==> src/rtl/instruction_fetch_unit.sv <==
// Fetch PC owner: one-at-a-time instruction memory requests, small instruction FIFO to decode, jump/branch redirects.
// Optional FETCH_PERF_COUNT_EN adds FlushCount and StallCycles saturating counters.
module instruction_fetch_unit #(
    parameter int ADDR_WIDTH = 12,
    parameter int FIFO_DEPTH = 2,
    parameter int RESET_PC   = 0
) (
    input  logic                  clk,
    input  logic                  rst,
    output logic                  ImemReqValid,
    input  logic                  ImemReqReady,
    output logic [ADDR_WIDTH-1:0] ImemReqAddr,
    input  logic                  ImemRespValid,
    input  logic [15:0]           ImemRespData,
    output logic [15:0]           Instruction,
    output logic [ADDR_WIDTH-1:0] InstructionPc,
    output logic                  InstructionValid,
    input  logic                  InstructionReady,
    input  logic                  LoadPcEnable,
    input  logic                  SelectJumpPc,
    input  logic                  SelectBranchPc,
    input  logic                  ZeroFlag,
    input  logic [ADDR_WIDTH-1:0] JumpTarget,
    input  logic [7:0]            BranchOffset
`ifdef FETCH_PERF_COUNT_EN
    ,
    output logic [15:0]           FlushCount,
    output logic [15:0]           StallCycles
`endif
);

    localparam int PTR_W = $clog2(FIFO_DEPTH);
    localparam int CNT_W = PTR_W + 1;

    typedef enum logic [1:0] {IDLE, REQ, WAIT, DROP} state_t;

    state_t                  state;
    logic [ADDR_WIDTH-1:0]   fetch_pc;
    logic [ADDR_WIDTH-1:0]   req_addr;
    logic                    req_valid;
    logic [15:0]             fifo_data [FIFO_DEPTH];
    logic [ADDR_WIDTH-1:0]   fifo_pc   [FIFO_DEPTH];
    logic [PTR_W-1:0]        rd_ptr;
    logic [PTR_W-1:0]        wr_ptr;
    logic [CNT_W-1:0]        count;
    logic [CNT_W-1:0]        count_after;
    logic                    redirect;
    logic [ADDR_WIDTH-1:0]   target;
    logic                    push;
    logic                    pop;

    assign ImemReqValid     = req_valid;
    assign ImemReqAddr      = req_addr;
    assign InstructionValid = (count != '0);
    assign Instruction      = InstructionValid ? fifo_data[rd_ptr] : 16'h0000;
    assign InstructionPc    = InstructionValid ? fifo_pc[rd_ptr] : '0;

    // Branch target is relative to the instruction currently at the decode head.
    assign redirect = LoadPcEnable && (SelectJumpPc || (SelectBranchPc && ZeroFlag));
    assign target   = SelectJumpPc ? JumpTarget
                    : InstructionPc + ADDR_WIDTH'(1) + ADDR_WIDTH'($signed(BranchOffset));

    assign push        = (state == WAIT) && ImemRespValid && !redirect;
    assign pop         = InstructionValid && InstructionReady;
    assign count_after = count + CNT_W'(push) - CNT_W'(pop);

    always_ff @(posedge clk) begin
        if (push) begin
            fifo_data[wr_ptr] <= ImemRespData;
            fifo_pc[wr_ptr]   <= req_addr;
        end
    end

    always_ff @(posedge clk) begin
        if (rst) begin
            state     <= IDLE;
            fetch_pc  <= ADDR_WIDTH'(RESET_PC);
            req_addr  <= ADDR_WIDTH'(RESET_PC);
            req_valid <= 1'b0;
            rd_ptr    <= '0;
            wr_ptr    <= '0;
            count     <= '0;
        end else begin
            if (redirect) begin
                rd_ptr <= '0;
                wr_ptr <= '0;
                count  <= '0;
            end else begin
                if (push) wr_ptr <= wr_ptr + PTR_W'(1);
                if (pop)  rd_ptr <= rd_ptr + PTR_W'(1);
                count <= count_after;
            end

            case (state)
                IDLE: begin
                    if (redirect) begin
                        fetch_pc <= target;
                    end else if (count < CNT_W'(FIFO_DEPTH)) begin
                        state     <= REQ;
                        req_valid <= 1'b1;
                        req_addr  <= fetch_pc;
                    end
                end
                REQ: begin
                    if (ImemReqReady) begin
                        req_valid <= 1'b0;
                        fetch_pc  <= redirect ? target : fetch_pc + ADDR_WIDTH'(1);
                        state     <= redirect ? DROP : WAIT;
                    end else if (redirect) begin
                        req_valid <= 1'b0;
                        fetch_pc  <= target;
                        state     <= IDLE;
                    end
                end
                WAIT: begin
                    if (redirect) begin
                        fetch_pc <= target;
                        state    <= ImemRespValid ? IDLE : DROP;
                    end else if (ImemRespValid) begin
                        if (count_after < CNT_W'(FIFO_DEPTH)) begin
                            state     <= REQ;
                            req_valid <= 1'b1;
                            req_addr  <= fetch_pc;
                        end else begin
                            state <= IDLE;
                        end
                    end
                end
                DROP: begin
                    if (redirect)      fetch_pc <= target;
                    if (ImemRespValid) state    <= IDLE;
                end
                default: state <= IDLE;
            endcase
        end
    end

`ifdef FETCH_PERF_COUNT_EN
    function automatic logic [15:0] sat_inc(input logic [15:0] v);
        return (v == 16'hFFFF) ? v : v + 16'h0001;
    endfunction

    always_ff @(posedge clk) begin
        if (rst) begin
            FlushCount  <= 16'h0000;
            StallCycles <= 16'h0000;
        end else begin
            if (redirect)                     FlushCount  <= sat_inc(FlushCount);
            if (req_valid && !ImemReqReady)   StallCycles <= sat_inc(StallCycles);
        end
    end
`endif

endmodule
==> config.mk <==
export PLATFORM = sky130hd
export DESIGN_NAME = instruction_fetch_unit
export DESIGN_NICKNAME = d
export VERILOG_FILES = /design/src/rtl/instruction_fetch_unit.sv
export SDC_FILE = /design/constraint.sdc
export NUM_CORES = 1
export LEC_CHECK = 0
export ABC_AREA = 1
export ABC_CLOCK_PERIOD_IN_PS = 3000
export CORE_AREA = 2 2 104 106
export DETAILED_ROUTE_END_ITERATION = 8
export DIE_AREA = 0 0 106 108
export PLACE_DENSITY = 0.69
export SLEW_MARGIN = 20
export SYNTH_ARGS = -nofsm -noshare
export SYNTH_HDL_FRONTEND = slang
export SYNTH_SLANG_ARGS = --single-unit
==> constraint.sdc <==
create_clock -name clk -period 3 [get_ports clk]
set_input_delay 0.45 -clock clk [delete_from_list [all_inputs] [get_ports clk]]
set_output_delay 0.45 -clock clk [all_outputs]
set_load 0.005 [all_outputs]
=== After elaboration in Yosys (flattened, before gate mapping) ===
Memories as Yosys holds them, arrays and structs flattened. A register that Yosys moved wholly into a read port is not among the register bits.
Cells that the tools add are included.

* RAM bits: 56
* Memories: 2
* Logic and storage cells: 83
* Input bits: 45
* Flip-flop bits (word level): 31

{| class="wikitable"
|+ Memory list
! name !! words !! bits a word !! rd ports !! clocked after Yosys merged registers in !! write ports !! line !! RTL
|-
| fifo_data || 2 || 16 || 1 || 1 || 1 || 41 || <nowiki>logic [15:0] fifo_data [FIFO_DEPTH];</nowiki>
|-
| fifo_pc || 2 || 12 || 1 || 1 || 1 || 42 || <nowiki>logic [ADDR_WIDTH-1:0] fifo_pc [FIFO_DEPTH];</nowiki>
|}

* Eq/ne operators: 11
* $add $sub $neg: 7
* Muxes and demuxes: 38
* Magnitude comparators: 2
* Reduce and logical (&&, ||, !) cells: 16

{| class="wikitable"
|+ Operator list
! cell !! count
|-
| $mux W12 || 10
|-
| $pmux W12 S2 || 2
|-
| $add A12 B1 Y12 const B || 2
|-
| $mux W16 || 1
|-
| $mux W2 || 8
|-
| $mux W1 || 15
|-
| $add A12 B12 Y12 || 1
|-
| $ne A2 B2 Y1 const B || 5
|-
| $pmux W2 S4 || 1
|-
| $reduce_and A7 Y1 || 1
|-
| $ne A3 B3 Y1 const B || 2
|-
| $reduce_and A6 Y1 || 1
|-
| $logic_and A1 B1 Y1 || 5
|-
| $reduce_and A5 Y1 || 1
|-
| $eq A2 B2 Y1 const B || 2
|-
| $lt A2 B2 Y1 const B || 2
|-
| $reduce_bool A2 Y1 || 2
|-
| $pmux W1 S3 || 1
|-
| $reduce_bool A3 Y1 || 1
|-
| $reduce_or A3 Y1 || 1
|-
| $add A1 B1 Y1 const B || 2
|-
| $add A2 B1 Y2 || 1
|-
| $eq A2 B1 Y1 const B || 1
|-
| $logic_not A2 Y1 || 1
|-
| other kinds (5) || 5
|}

=== Longest topological paths before layout ===
* Word-level depth: 12
* Mapped depth: 18
* Gate-level depth less buffers: 17

=== Least setup slack after synthesis ===
No wires, ideal clock.

* Kind: input -> register
* Start: input port SelectBranchPc
* End: memory fifo_data[1][0] (enable)
* Cell stages on the path: 7
* Setup slack: 450 ps
* Arrival time: 2136 ps
* Cell sequence: nand2_1 nand2_4 nand2_4 nand2_1 inv_1 nand2_1 nor2_1

* Word-level cells in the longest chain between the ends: 7

{| class="wikitable"
|+ RTL lines
! what !! line !! RTL
|-
| start: declaration || 21 || <nowiki>input logic SelectBranchPc,</nowiki>
|-
| $logic_and A1 B1 Y1 || 59 || <nowiki>assign redirect = LoadPcEnable && (SelectJumpPc || (SelectBranchPc && ZeroFlag));</nowiki>
|-
| $logic_or A1 B1 Y1 || 59 ||
|-
| $logic_and A1 B1 Y1 || 59 ||
|-
| $logic_not A1 Y1 || 63 || <nowiki>assign push = (state == WAIT) && ImemRespValid && !redirect;</nowiki>
|-
| $logic_and A1 B1 Y1 || 63 ||
|-
| $mux W1 || 68 || <nowiki>if (push) begin</nowiki>
|-
| $mux W1 (implied by the code) || 69 || <nowiki>fifo_data[wr_ptr] <= ImemRespData;</nowiki>
|-
| end: declaration || 41 ||
|}

Every way passes these cells.

==> results.md <==
* Run status: finished clean
* Synthesized net count at a little over 600
* First-pass GRT wire length at 17250 um
* Synth Cell Area at between 4000 and 5000 um^2
* Initial Util at 44.07%
* Period Utilization, post-route at about 94%
* Critical Path End Type: primary output
* Worst path cell trace: buf_4 -> buf_4 -> nand2_1 -> a21oi_1 -> clkdlybuf4s50_1
* CTS buffer count at 9
* Slowest CP cell: clkdlybuf4s50_1
* Minimum clock period at 2.807 ns
* ANT nets after route at 0
* GRT Util Overall at 19.51%
* Via count at between 3000 and 4000
* Yosys cell types at 34
* Worst slew pin tran at between 0.5 and 0.6 ns
* Cts hold-fix bufs at 0
* Clock skew at about 0.015 ns
* Post-DP HPWL at 8436 um
* Max-cap violations at 0
* Layout cells sized above 1 at 8.104%
* Post-synthesis sequential area ratio at 51.50%
* Leakage power at about 0.0024 uW
* Pins Over Slew Limit at 0
* Crit path DAT at ~2.4 ns
* Routed WL at approximately 11000 um
* Max Freq at roughly 360 MHz
* Finished Layout Cells at a little under 800
* DRT iter0 DRCs at approximately 220
* Hold path cells at 2
* RSZ-0062 raised after global routing: no
* Clock root buffer: clkbuf_8
* Die H at ~110 um
* Clock sink total at 88
* GP Congestion at a little under 0.9
* CP most frequent cell: buf_4
* Fillers at around 960
* Syn Inst Count at ~550
* CTS tree: done
* Warnings from Yosys at 0
* Synth Register Bits at 88
* Pwr/cell area at approximately 470 nW/um^2
* Drt pass-1 iters at 5
* Worst setup path category: register to primary output
* Setup TNS at 0 ns
* CP required at between 2 and 3 ns
* Clock transition at path regs at approximately 0.090 ns
* Largest net degree at the start of global routing at 29
* CP max stage delay at between 0.5 and 0.6 ns
* Via density at slightly below 5
* R2R depth at 13
* Vias in the first global route at about 3500
* Worst rel slew slack at 65.78%
* Io pins at a little under 90
* Crit-path max FO at 12
* # rows at 37
* Worst min path class: register to register
* Min-delay src: ImemReqValid$_SDFFE_PP0P_
* IO buf count at 86
* Antenna violations before repair at 0
* Die area at around 11000 um^2
* Final setup violation count at 0
* Most common cell after layout, fill and taps aside: nand2_1
* Core ar. at 10230 um^2
* NumNets Final at about 700
* Routed WL per cell at around 14 um
* Hold Crit Endpoint: ImemReqValid$_SDFFE_PP0P_
* Worst vdd ir at about 0.23 mV
* H-Tree Depth at 3
* Crit path launch type: register
* Setup bufs post-CTS at 0
* Die Wd at approximately 110 um
* Most frequent cells in the layout: 168 x nand2_1, 86 x clkdlybuf4s50_1, 63 x nor2_1, 61 x inv_1, 56 x edfxtp_1
* N_diodes at 0
* Area grow syn2layout at 27.91%
* # placed instances at ~770
* Longest Clk Path Bufs at 2
* Worst-Skew Late Latency at ~0.36 ns
* DRC at 0
* Synth Area per Inst at a little over 8 um^2
* Reg2reg setup slack at around 0.38 ns
* Worst R2R End: fetch_pc[10]$_SDFF_PP0_
* Final hold vios at 0
* Post-CTS Resized at 0
* Grt total ovfl at 0
==> where the power goes <==
group	internal, uW	leakage (uW)	switching (uW)	total [uW]
logic	262	0.00157	287	549
registers	1370	0.000770	63.9	1430
clock network	299	0.0000830	422	721
total	1930	0.00242	773	2700
==> logic make-up (layout without fill, tap and decap cells) <==
group | after synthesis | after routing | share of synthesized area (%)
compound gates | 67 | 67 | 8.074
xor+xnor | 5 | 5 | 0.9711
fa+ha+maj | 15 | 15 | 4.329
buf+inv | 80 | 181 | 7.353
flops | 88 | 88 | 51.50
simple gates | 298 | 298 | 27.77
==> sequential cells by signal (all words and copies together), names as in the netlist, 2 cells and up, named ones only <==
name / cells
fifo_data: 32
fifo_pc: 24
ImemReqAddr: 12
fetch_pc: 12
count: 2
state: 2
==> metal layers <==
metal	wire [um]	vias up	track usage [%]
met5	0	-	0
met4	126	0	6.203
met3	509	8	3.556
met2	5131	95	31.66
met1	5141	1753	26.71
li1	-	1982	-
==> how the worst max path moves through the flow <==
stage | from | endpoint | slack [ns] | cells after the start
floorplan | SelectBranchPc | fifo_data[1][0]$_DFFE_PP_ | 0.45 | 7
global placement | SelectJumpPc | ImemReqAddr[11]$_SDFFE_PP0P_ | 0.17 | 19
detailed placement | SelectJumpPc | ImemReqAddr[11]$_SDFFE_PP0P_ | 0.07 | 19
CTS | register | InstructionPc[9] | 0.17 | 5
global route | register | InstructionPc[9] | 0.1 | 5
finish | register | InstructionPc[9] | 0.19 | 5
==> synth_stat cells (all sizes together) <==
master	count	share of area [%]
o31ai	1	0.17
inv	66	5.5
xor2	4	0.78
nor2	70	6.3
o21ai	17	1.9
buf	9	1.4
o21bai	2	0.33
ha	14	3.9
nand3	36	4.0
o211ai	2	0.33
clkbuf	4	0.33
nand4	3	0.42
a21oi	42	4.9
o22ai	2	0.28
xnor2	1	0.19
clkinv	1	0.083
edfxtp	56	37
dfxtp	32	14
o21a	1	0.17
fa	1	0.44
nor3	9	1.1
nand2	180	16
==> cell type report <==
type	count	area, um^2	share of cell area, %
flip-flops and latches	88	2322	40.26
multi-input cells	385	1863	32.30
repair buffers	98	988.4	17.14
inverters	67	254.0	4.403
well taps	136	170.2	2.950
clock buffers	9	123.9	2.148
clock inverters	7	46.29	0.8026
==> critical path, delay by kind of cell (launching register included) <==
family | cells | cell delay, ns
AND/OR/NAND/NOR | 1 | 0.07
flip-flops | 1 | 0.56
AO/OA/AOI/OAI | 1 | 0.33
buffers and inverters | 3 | 1.04
==> per-stage QoR <==
| stage | utilization (%) | area (um^2) | hold WS [ns] | setup WS, ns | power [uW] |
|---|---|---|---|---|---|
| after floorplan | - | 4509 | 0.4604 | 0.4499 | 1748 |
| after global placement | 54.71 | 5598 | 0.4696 | 0.1704 | 1996 |
| after detailed placement | 54.71 | 5598 | 0.4853 | 0.06723 | 2007 |
| after CTS | 56.38 | 5768 | 0.5145 | 0.1735 | 2724 |
| after global routing | 56.38 | 5768 | 0.5397 | 0.09847 | 2841 |
| final | 56.38 | 5768 | 0.5127 | 0.1935 | 2700 |
(Power assumes the default switching activity.)
==> RTL edit (same flow settings) <==
The 4 states of `state_t` get a one-hot encoding in 4 bits.
--- a/src/rtl/instruction_fetch_unit.sv
+++ b/src/rtl/instruction_fetch_unit.sv
@@ -32,7 +32,7 @@
     localparam int PTR_W = $clog2(FIFO_DEPTH);
     localparam int CNT_W = PTR_W + 1;
 
-    typedef enum logic [1:0] {IDLE, REQ, WAIT, DROP} state_t;
+    typedef enum logic [3:0] {IDLE = 4'b0001, REQ = 4'b0010, WAIT = 4'b0100, DROP = 4'b1000} state_t;
 
     state_t                  state;
     logic [ADDR_WIDTH-1:0]   fetch_pc;
Formal check against the unedited RTL: same outputs for any inputs over 4 cycles, from zero or initial values and one cycle with rst high; so few cycles prove little.
==> RTL edit against the unedited design <==
Setup slack gained 0.16 ns; total power grew 17%; design area grew 4.2%; area after synthesis grew 5.6%; clock skew shrank 0.0038 ns; sequential cell count grew 2; sequential share of layout area shrank 0.95 points; routed wire length grew 8.6%; critical path type is now reg2reg; highest routed layer unchanged.
==> RTL edit: results (changes against the unedited design) <==
[placed_design]
dp.final_hpwl_um=8560  ; +1.5%
pre_cts_ws_ns=-0.0201  ; -0.0873 ns
placed_area_um2=5810  ; +3.8%
finalWeightedCongestion=0.910  ; +3.2%
dp.cells=819  ; +5.8%

[synthesis]
yosysSeqAreaShare=0.496  ; -0.0191
synth-compound-area-share=0.100  ; +0.0196
synth_warnings=0  ; unchanged
synth_nets=663  ; +8.2%
synth_area_leaders=edfxtp_1, dfxtp_1, nand2_1, a21oi_1, nor2_1
synth_xor_xnor_area_share=0.00919  ; -0.000518
synthDistinctLibCells=34  ; unchanged
netlist_top_cells_count=nand2_1, nor2_1, inv_1
syn-instance-count=603  ; +9.0%
synthAdderAreaFrac=0.0410  ; -0.00231
synth.area.mux_share=0  ; unchanged

[power_and_ir_drop]
p_seq_mw=1.61  ; +13%
p_sw_frac=0.313  ; +0.0269
p_int_mw=2.16  ; +12%
power.leakage_nw=2.53  ; +4.3%
ir_worst_vdd_uv=535  ; +130%
clkPwrFrac=0.266  ; about the same

[timing]
clock_skew_ns=0.0114  ; -0.00378 ns
fin_hold_ws_ns=0.520  ; +0.00761 ns
slew_viol_final=0  ; unchanged
setup_slack_ns=0.352  ; +0.159 ns
max_slew.worst_pin.slew_ns=0.555  ; +0.0447 ns

[final_layout]
layout.cells.non_filler=835  ; +5.7%
nets=754  ; +6.3%
drive_above_1_share=0.0672  ; -0.0138
top_regs=fifo_data x32, fifo_pc x24
nFillCells=898  ; -6.3%

[detailed_routing]
wl_met3_um=501  ; -1.6%
wl_met1_um=5390  ; +4.8%
dr.pass1.iters=5  ; unchanged
drt-initial-drc-count=276  ; +26%
routedWlPerCell_um=14.2  ; +2.8%
met2_length_um=5770  ; +13%
top_layer=met4
vias_per_cell=5.15  ; +6.1%

[worst_setup_path]
reg2reg_depth=16  ; +3
cp_data_arrival_time_ns=2.91  ; +0.55 ns
slowest_delay_ns=0.34  ; -0.23 ns
cp-endpoint=ImemReqAddr[9]
crit_path_max_fanout=14  ; +2
crit_family=simple AND/OR/NAND/NOR gates
slowest_stage=dfxtp_1

[run_status]
outcome=finished clean

[global_routing]
grt.total_usage=0.209  ; +0.0142
grt_pass1_wl_um=18600  ; +8.1%
grt_max_degree=29  ; unchanged
grt_pass1_vias=3856  ; +9.1%

[min_path]
whs_path_depth=2  ; unchanged
min_from=rd_ptr

[clock_tree]
cts_setup_buffers=0  ; unchanged
cts_max_path_buffers=2  ; unchanged

## RTL edit: cell count changes in the layout (fill, tap and decap cells not counted), moves of 3 or more
| cell | unedited run | this run |
|---|---|---|
| nand3b_1 | 0 | 4 |
| a21oi_1 | 41 | 57 |
| nor3_1 | 8 | 5 |
| buf_4 | 9 | 15 |
| nor2_1 | 63 | 72 |
| nand2_2 | 9 | 2 |
| buf_12 | 3 | 0 |
| nand3_1 | 36 | 48 |
| o21ai_0 | 16 | 21 |
| inv_1 | 61 | 66 |
## RTL edit: area by class of cell
class                      count  area [um^2]  area share
inverter                      70          270      0.0450
clock buffer                   9          124      0.0206
sequential                    90         2360       0.393
multi-input combinational    422         2030       0.339
clock inverter                 7         75.1      0.0125
tap                          136          170      0.0283
timing repair buffer         101          973       0.162
## RTL edit: routing by layer
metal | vias up | track usage
li1 | 2153 | -
met1 | 2013 | 0.270
met2 | 123 | 0.368
met3 | 14 | 0.0289
met4 | 0 | 0.0639
met5 | - | 0
